===== config.mk =====
export PLATFORM = sky130hd
export DESIGN_NAME = hazard_ctrl_pipe
export DESIGN_NICKNAME = d
export VERILOG_FILES = /design/src/rtl/hazard_ctrl_pipe_pkg.sv /design/src/rtl/hazard_ctrl_pipe_match.sv /design/src/rtl/hazard_ctrl_pipe.sv
export SDC_FILE = /design/constraint.sdc
export NUM_CORES = 1
export LEC_CHECK = 0
export CAP_MARGIN = 20
export CORE_MARGIN = 2
export CORE_UTILIZATION = 48
export CTS_CLUSTER_SIZE = 25
export DETAILED_ROUTE_END_ITERATION = 10
export MAX_ROUTING_LAYER = met4
export PLACE_DENSITY = 0.79
export SLEW_MARGIN = 20
export SYNTH_ARGS = -nofsm -noshare
export SYNTH_HDL_FRONTEND = slang
export SYNTH_SLANG_ARGS = --single-unit

===== constraint.sdc =====
create_clock -name clk_i -period 3.33 [get_ports clk_i]
set_input_delay 0.8325 -clock clk_i [delete_from_list [all_inputs] [get_ports clk_i]]
set_output_delay 0.8325 -clock clk_i [all_outputs]
set_load 0.005 [all_outputs]

===== src/rtl/hazard_ctrl_pipe_pkg.sv =====
// Shared types for the hazard_ctrl_pipe scoreboard: in-flight entry layout and select width.
package hazard_ctrl_pipe_pkg;

  // Entries carry the widest legal register address; narrower configurations zero-extend.
  localparam int unsigned HzRegAwMax = 8;

  typedef struct packed {
    logic                  valid;
    logic [HzRegAwMax-1:0] rd;
    logic                  wen;
    logic                  is_load;
    logic                  is_ctrl;
  } hz_entry_t;

  function automatic int unsigned fwd_sel_w(input int unsigned depth);
    return $clog2(depth + 1);
  endfunction

endpackage


===== src/rtl/hazard_ctrl_pipe_match.sv =====
// Priority encoder: finds the youngest in-flight producer of one source register.
module hazard_ctrl_pipe_match
  import hazard_ctrl_pipe_pkg::*;
#(
  parameter int unsigned DEPTH = 3,
  localparam int unsigned SelW = fwd_sel_w(DEPTH)
) (
  input  hz_entry_t [DEPTH-1:0] stage_i,
  input  logic [HzRegAwMax-1:0] src_addr_i,
  input  logic                  src_used_i,
  output logic [SelW-1:0]       sel_o
);

  // Scan oldest to youngest so the smallest matching stage index is kept.
  always_comb begin
    sel_o = '0;
    for (int k = DEPTH - 1; k >= 0; k--) begin
      if (src_used_i && (src_addr_i != '0) && stage_i[k].valid && stage_i[k].wen &&
          (stage_i[k].rd == src_addr_i)) begin
        sel_o = SelW'(k + 1);
      end
    end
  end

endmodule


===== src/rtl/hazard_ctrl_pipe.sv =====
// In-flight scoreboard deriving decode stall, bubbles, flush handling and writeback info.
// Operand forwarding (load-use stall only) is enabled by defining TAMARISC_FORWARDING_EN.
module hazard_ctrl_pipe
  import hazard_ctrl_pipe_pkg::*;
#(
  parameter int unsigned DEPTH       = 3,
  parameter int unsigned REG_AW      = 5,
  parameter int unsigned CTRL_SHADOW = 3,
  parameter int unsigned CNT_W       = 16,
  localparam int unsigned SelW       = fwd_sel_w(DEPTH)
) (
  input  logic              clk_i,
  input  logic              rst_n_i,
  input  logic              d_valid_i,
  input  logic [REG_AW-1:0] d_rs1_addr_i,
  input  logic              d_rs1_used_i,
  input  logic [REG_AW-1:0] d_rs2_addr_i,
  input  logic              d_rs2_used_i,
  input  logic [REG_AW-1:0] d_rd_addr_i,
  input  logic              d_rd_wen_i,
  input  logic              d_is_load_i,
  input  logic              d_is_ctrl_i,
  input  logic              flush_i,
  output logic              issue_o,
  output logic              stall_o,
  output logic [SelW-1:0]   fwd1_sel_o,
  output logic [SelW-1:0]   fwd2_sel_o,
  output logic [REG_AW-1:0] w_rd_addr_o,
  output logic              w_rd_wen_o,
  output logic [CNT_W-1:0]  stall_cnt_o
);

  hz_entry_t [DEPTH-1:0] stage_q;
  hz_entry_t             d_entry;
  logic [CNT_W-1:0]      stall_cnt_q;
  logic [SelW-1:0]       sel1, sel2;
  logic                  data_haz, ctrl_haz;

  assign d_entry = '{valid:   1'b1,
                     rd:      HzRegAwMax'(d_rd_addr_i),
                     wen:     d_rd_wen_i,
                     is_load: d_is_load_i,
                     is_ctrl: d_is_ctrl_i};

  hazard_ctrl_pipe_match #(
    .DEPTH (DEPTH)
  ) u_match_rs1 (
    .stage_i    (stage_q),
    .src_addr_i (HzRegAwMax'(d_rs1_addr_i)),
    .src_used_i (d_rs1_used_i),
    .sel_o      (sel1)
  );

  hazard_ctrl_pipe_match #(
    .DEPTH (DEPTH)
  ) u_match_rs2 (
    .stage_i    (stage_q),
    .src_addr_i (HzRegAwMax'(d_rs2_addr_i)),
    .src_used_i (d_rs2_used_i),
    .sel_o      (sel2)
  );

`ifdef TAMARISC_FORWARDING_EN
  // Only a load still in X cannot be forwarded; everything else bypasses.
  assign data_haz   = stage_q[0].is_load &&
                      ((sel1 == SelW'(1)) || (sel2 == SelW'(1)));
  assign fwd1_sel_o = sel1;
  assign fwd2_sel_o = sel2;
`else
  assign data_haz   = (sel1 != '0) || (sel2 != '0);
  assign fwd1_sel_o = '0;
  assign fwd2_sel_o = '0;
`endif

  always_comb begin
    ctrl_haz = 1'b0;
    for (int k = 0; k < DEPTH; k++) begin
      if ((k < CTRL_SHADOW) && stage_q[k].valid && stage_q[k].is_ctrl) begin
        ctrl_haz = d_is_ctrl_i;
      end
    end
  end

  // rst_n_i gating keeps the combinational outputs quiet while reset is held.
  assign stall_o = rst_n_i && d_valid_i && !flush_i && (data_haz || ctrl_haz);
  assign issue_o = rst_n_i && d_valid_i && !flush_i && !stall_o;

  assign w_rd_wen_o  = stage_q[DEPTH-1].valid && stage_q[DEPTH-1].wen;
  assign w_rd_addr_o = w_rd_wen_o ? stage_q[DEPTH-1].rd[REG_AW-1:0] : '0;
  assign stall_cnt_o = stall_cnt_q;

  always_ff @(posedge clk_i or negedge rst_n_i) begin
    if (!rst_n_i) begin
      stage_q     <= '0;
      stall_cnt_q <= '0;
    end else begin
      stage_q[0] <= issue_o ? d_entry : '0;
      for (int k = 1; k < DEPTH; k++) begin
        stage_q[k] <= stage_q[k-1];
      end
      if (stall_o && (stall_cnt_q != '1)) begin
        stall_cnt_q <= stall_cnt_q + CNT_W'(1);
      end
    end
  end

endmodule


Yosys cells after proc, flatten, opt, wreduce, memory -nomap -nowiden
Cells that the tools add are included.
W data, S select, Z words.
{ "totals": {"regBits": 49, "latch_bits": 0, "ramBits": 0, "rom_bits": 0, "out_inout_bits": 28, "wordCells": 69, "memories": 0} }
{ "op_classes": {"addsub": 1, "multipliers": 0, "n_div": 0, "magnitude_cmp": 0, "n_eq_ne": 7, "shift": 0, "mux": 11, "bitwise_logic": 0, "n_reduce_logical": 37} }
{ "op_table": {"columns": ["operator", "count"], "rows": [
  ["$eq A8 B5 Y1", 6],
  ["$logic_and A1 B1 Y1", 29],
  ["$add A16 B1 Y16 const B", 1],
  ["$ne A16 B16 Y1 const B", 1],
  ["$reduce_bool A8 Y1", 2],
  ["$mux W12", 1],
  ["$mux W2", 6],
  ["$mux W5", 1],
  ["$reduce_bool A2 Y1", 2],
  ["$mux W1", 3],
  ["$logic_not A1 Y1", 2],
  ["$logic_or A1 B1 Y1", 2]
]} }

Longest topological paths before layout
{ "logic_depth": {"word_depth": 15, "depth_mapped": 8, "mapped_depth_nobuf": 7} }

Cells and area by module
From an unflattened synthesis, not the netlist that was laid out.
{ "hier_totals": {"cells_unflattened": 206, "area_unflattened_um2": 2304.7} }
{ "by_module_without_submodules": {"columns": ["mod", "n_inst", "cells_per_inst", "area_each_um2"], "rows": [
  ["hazard_ctrl_pipe", 1, 122, 1619.1],
  ["hazard_ctrl_pipe_match", 2, 42, 342.8]
]} }

Worst setup path before layout
OpenSTA, ideal clock, no wires.
{ "synth_path": {"kind": "input to output", "start": "input d_rs2_addr_i[1]", "end": "output issue_o", "arrival_time_ns": 2.066, "required_time_ns": 2.497, "path_slack_ns": 0.431, "stages": 5, "n_path_buf": 0, "cell_sequence": "or4_1 > o21ai_2 > nand4b_1 > o221ai_2 > nor4_4"} }
{ "synth_via": {"elab_chain_cells": 14, "elab_cells_between_ends": 23} }
{ "synth_lines": {"columns": ["element", "line_no", "text"], "rows": [
  ["from (decl)", "hazard_ctrl_pipe.sv:17", "input logic [REG_AW-1:0] d_rs2_addr_i,"],
  ["$reduce_bool A8 Y1", "hazard_ctrl_pipe_match.sv:18", "if (src_used_i && (src_addr_i != '0) && stage_i[k].valid && stage_i[k].wen &&"],
  ["$logic_and A1 B1 Y1 (4 in a row)", "hazard_ctrl_pipe_match.sv:18", null],
  ["$mux W2 (2 in a row)", "hazard_ctrl_pipe_match.sv:18", null],
  ["$mux W2 (*)", "hazard_ctrl_pipe_match.sv:18", null],
  ["$reduce_bool A2 Y1 (*)", "hazard_ctrl_pipe.sv:70", "assign data_haz = (sel1 != '0) || (sel2 != '0);"],
  ["$logic_or A1 B1 Y1 (*)", "hazard_ctrl_pipe.sv:70", null],
  ["$logic_or A1 B1 Y1 (*)", "hazard_ctrl_pipe.sv:85", "assign stall_o = rst_n_i && d_valid_i && !flush_i && (data_haz || ctrl_haz);"],
  ["$logic_and A1 B1 Y1 (*)", "hazard_ctrl_pipe.sv:85", null],
  ["$logic_not A1 Y1 (*)", "hazard_ctrl_pipe.sv:86", "assign issue_o = rst_n_i && d_valid_i && !flush_i && !stall_o;"],
  ["$logic_and A1 B1 Y1 (*)", "hazard_ctrl_pipe.sv:86", null],
  ["to (decl)", "hazard_ctrl_pipe.sv:24", "output logic issue_o,"]
]} }
Every way passes the cells marked *; elsewhere a longest branch is shown, timed or not.

Worst setup path in the final report
{ "layout_path": {"start": "input d_rs1_addr_i[4]", "end": "output issue_o"} }
{ "layout_via": {"elab_chain_cells": 14, "elab_cells_between_ends": 23} }
{ "layout_lines": {"columns": ["element", "line_no", "text"], "rows": [
  ["from (decl)", "hazard_ctrl_pipe.sv:15", "input logic [REG_AW-1:0] d_rs1_addr_i,"],
  ["$reduce_bool A8 Y1", "hazard_ctrl_pipe_match.sv:18", null],
  ["$logic_and A1 B1 Y1 (4 in a row)", "hazard_ctrl_pipe_match.sv:18", null],
  ["$mux W2 (2 in a row)", "hazard_ctrl_pipe_match.sv:18", null],
  ["$mux W2 (*)", "hazard_ctrl_pipe_match.sv:18", null],
  ["$reduce_bool A2 Y1 (*)", "hazard_ctrl_pipe.sv:70", null],
  ["$logic_or A1 B1 Y1 (*)", "hazard_ctrl_pipe.sv:70", null],
  ["$logic_or A1 B1 Y1 (*)", "hazard_ctrl_pipe.sv:85", null],
  ["$logic_and A1 B1 Y1 (*)", "hazard_ctrl_pipe.sv:85", null],
  ["$logic_not A1 Y1 (*)", "hazard_ctrl_pipe.sv:86", null],
  ["$logic_and A1 B1 Y1 (*)", "hazard_ctrl_pipe.sv:86", null]
]} }
Marked as above.

==> summary.md <==
| Metric | Value |
|---|---|
| Outcome | complete, no violations |
| Post-Syn Instances | 168 |
| DRC violations left | 0 |
| Synth cell types | 29 |
| Worst path cell trace | clkdlybuf4s15_2 > or4_4 > o21ai_2 > buf_6 > a31oi_4 > buf_6 > nor4_4 > buf_4 > buf_6 |
| Hold Path Stages | 0 |
| # diodes | 0 |
| Clock root buffer master | clkbuf_8 |
| Top delay family on crit path | buffers and inverters |
| Port bufs | 46 |
| Die extent in x | 67.5 um |
| Synth Register Bits | 40 |
| Number of max-cap violations | 0 |
| Core area | 0.00394 sq mm |
| CTS Buf Count | 5 |
| Post-DRT Antenna Nets | 0 |
| Hold_buf cts | 0 |
| Worst Hold Class | register to register |
| Hold_sp | stage_q[0]$_DFF_PN0_ |
| Final instance area | 0.00279 sq mm |
| Die Y | 67.5 um |
| Pre-antenna DRT Iters | 4 |
| RSZ-0062 raised after global routing | true |
| Setup crit start kind | input pin |
| Final instance count without filler cells | 294 |
| Crit path buf inv count | 5 |
| Commonest non-fill, non-tap cell in the layout | dfrtp_1 |
| First-pass GRT wire length | 7310 um |
| R2r startpoint | stage_q[17]$_DFF_PN0_ |
| Gr usage total | 23.5% |
| Pins Over Slew Limit | 0 |
| CP max stage cell | or4_4 |
| # setup viols final | 0 |
| Max IR drop VDD | 0.000332 V |
| R2r setup slk | 770 ps |
| Initial core utilization | 49.1% |
| CP peak stage delay | 440 ps |
| Critical Setup Path Class | input pin to primary output |
| CTS tree | built |
| Period utilization | 99.5% |
| Total number of vias | 1516 |
| # nets final | 268 |
| Hpwl dp | 3200 um |
| Number of vias per cell | 5.16 |
| Worst Clk Skew | 10.8 ps |
| GP Congestion | 0.790 |
| Final Power | 0.00102 W |
| Clock transition at path regs | 80 ps |
| Post-Syn Area per Cell | 11.5 sq um |
| Yosys warns | 0 |
| Max Fanout on Critical Path | 4 |
| CP arrival | 2480 ps |
| Static Leak | 1.31 nW |
| Final min period | 3310 ps |
| Initial antenna violation count | 0 |
| CP Capture Type | primary output |
| Bufs on Longest Clock Path | 2 |
| DP Cell Count | 280 |
| Synthesis-to-layout area growth | 44.3% |
| Hold Vio Cnt, Final | 0 |
| I/O Pins | 52 |
| Worst skew pair latency | 310 ps |
| Die area | 0.00456 sq mm |
| Share of layout cells above drive strength 1 | 24.2% |
| Area after DPL | 0.00257 sq mm |
| PD cells | 366 mW/mm^2 |
| Hold EP | stage_q[12]$_DFF_PN0_ |
| Register area share after synthesis | 51.7% |
| Row count | 23 |
| Vias in the first global route | 1444 |
| Routed len/inst | 16.6 um |
| R2R Path End | stall_cnt_o[13]$_DFFE_PN0P_ |
| Most used cell along the critical path | buf_6 |
| DRT iter0 DRCs | 98 |
| Peak Freq | 0.302 GHz |
| Reg2reg path depth | 10 |
| Final WL | 4870 um |
| Worst Path Required | 2500 ps |
| H-tree depth | 2 |
| Pin count of the biggest net entering global routing | 41 |
| Synthesized area | 0.00194 sq mm |
| Commonest non-fill, non-tap cells in the layout | dfrtp_1 (40), clkdlybuf4s50_1 (33), xor2_1 (28) |
| Clock Sinks | 40 |
| Congestion Overflow GR | 0 |
==> sequential cells by signal, summed over array words and instances, names as in the netlist <==
register	cells
stall_cnt_o	16
stage_q	24
==> stage by stage <==
step	hold slack, ps	setup TNS (ps)	utilization, %	setup slack [ps]
after floorplan	353	0	-	431
after global placement	357	-1340	65.2	-657
after detailed placement	369	-1540	65.2	-696
after CTS	383	0	70.2	5.15
after global routing	394	-37.0	70.9	-37.0
final	382	0	70.9	16.8
==> layer usage <==
| metal | global-route usage (%) | wire, um |
|---|---|---|
| met5 | - | 0 |
| met4 | 6.12 | 58 |
| met3 | 6.17 | 214 |
| met2 | 37.9 | 2580 |
| met1 | 29.5 | 2010 |
==> final cells by class <==
| cell class | count | area, sq um |
|---|---|---|
| Fill cell | 280 | 1150 |
| Sequential cell | 40 | 1000 |
| Multi-Input combinational cell | 123 | 958 |
| Timing Repair Buffer | 70 | 646 |
| Clock buffer | 5 | 68.8 |
| Tap cell | 50 | 62.6 |
| Clock inverter | 3 | 46.3 |
| Inverter | 3 | 11.3 |
==> synthesized netlist by cell type <==
cell	count	area [sq um]
conb_1	1	3.75
nor4_1	8	50.1
nand3_1	6	30.0
nor3_1	5	25.0
mux2_4	1	15.0
o22a_1	1	8.76
nand2b_1	1	6.26
and2_1	8	50.1
buf_6	1	11.3
nand2_1	10	37.5
nor2_1	9	33.8
xnor2_1	15	131
o21ai_0	1	5.00
o221ai_2	1	15.0
and3_1	8	50.1
dfrtp_1	40	1000
buf_4	4	30.0
inv_1	3	11.3
o211ai_4	1	21.3
ha_1	1	12.5
xor2_1	29	254
nor4_4	1	21.3
mux2_2	1	11.3
nand4b_1	1	8.76
o21ai_2	1	8.76
a222oi_1	1	10.0
nand4_1	6	37.5
or4_1	2	15.0
a31oi_4	1	21.3
==> power breakdown <==
group / internal, W / switching (W)
clock network: 0.000226 / 0.000185
logic: 0.0000571 / 0.0000504
registers: 0.000494 / 0.0000109
==> what timing repair did <==
item                                    4_1_cts  5_1_grt
hold endpoints to repair                      0        0
pin swaps                                    11        7
gates cloned                                  1        0
gates resized for setup                      51        8
buffers inserted                              4        1
endpoints found under the setup margin        2        2
==> how the worst max path moves through the flow <==
stage | cells past startpoint | from | end | slack [ps]
floorplan | 5 | d_rs2_addr_i[1] | issue_o | 430
global placement | 10 | d_rs2_addr_i[1] | stall_o | -660
detailed placement | 10 | d_rs2_addr_i[1] | stall_o | -700
CTS | 8 | d_rs2_addr_i[1] | issue_o | 5
global route | 9 | d_rs1_addr_i[4] | issue_o | -40
finish | 9 | d_rs1_addr_i[4] | issue_o | 20
==> cells by family (layout without fill, tap and decap cells) <==
group / Yosys count / after routing / share of synthesized area, %
simple gates: 65 / 65 / 18.9
xor+xnor: 44 / 44 / 19.9
flops: 40 / 40 / 51.7
buf+inv: 8 / 81 / 2.71
compound gates: 7 / 7 / 4.65
mux: 2 / 2 / 1.36
fa+ha+maj: 1 / 1 / 0.646
other cells: 1 / 4 / 0.194
Power figures use the tool's default switching activity.
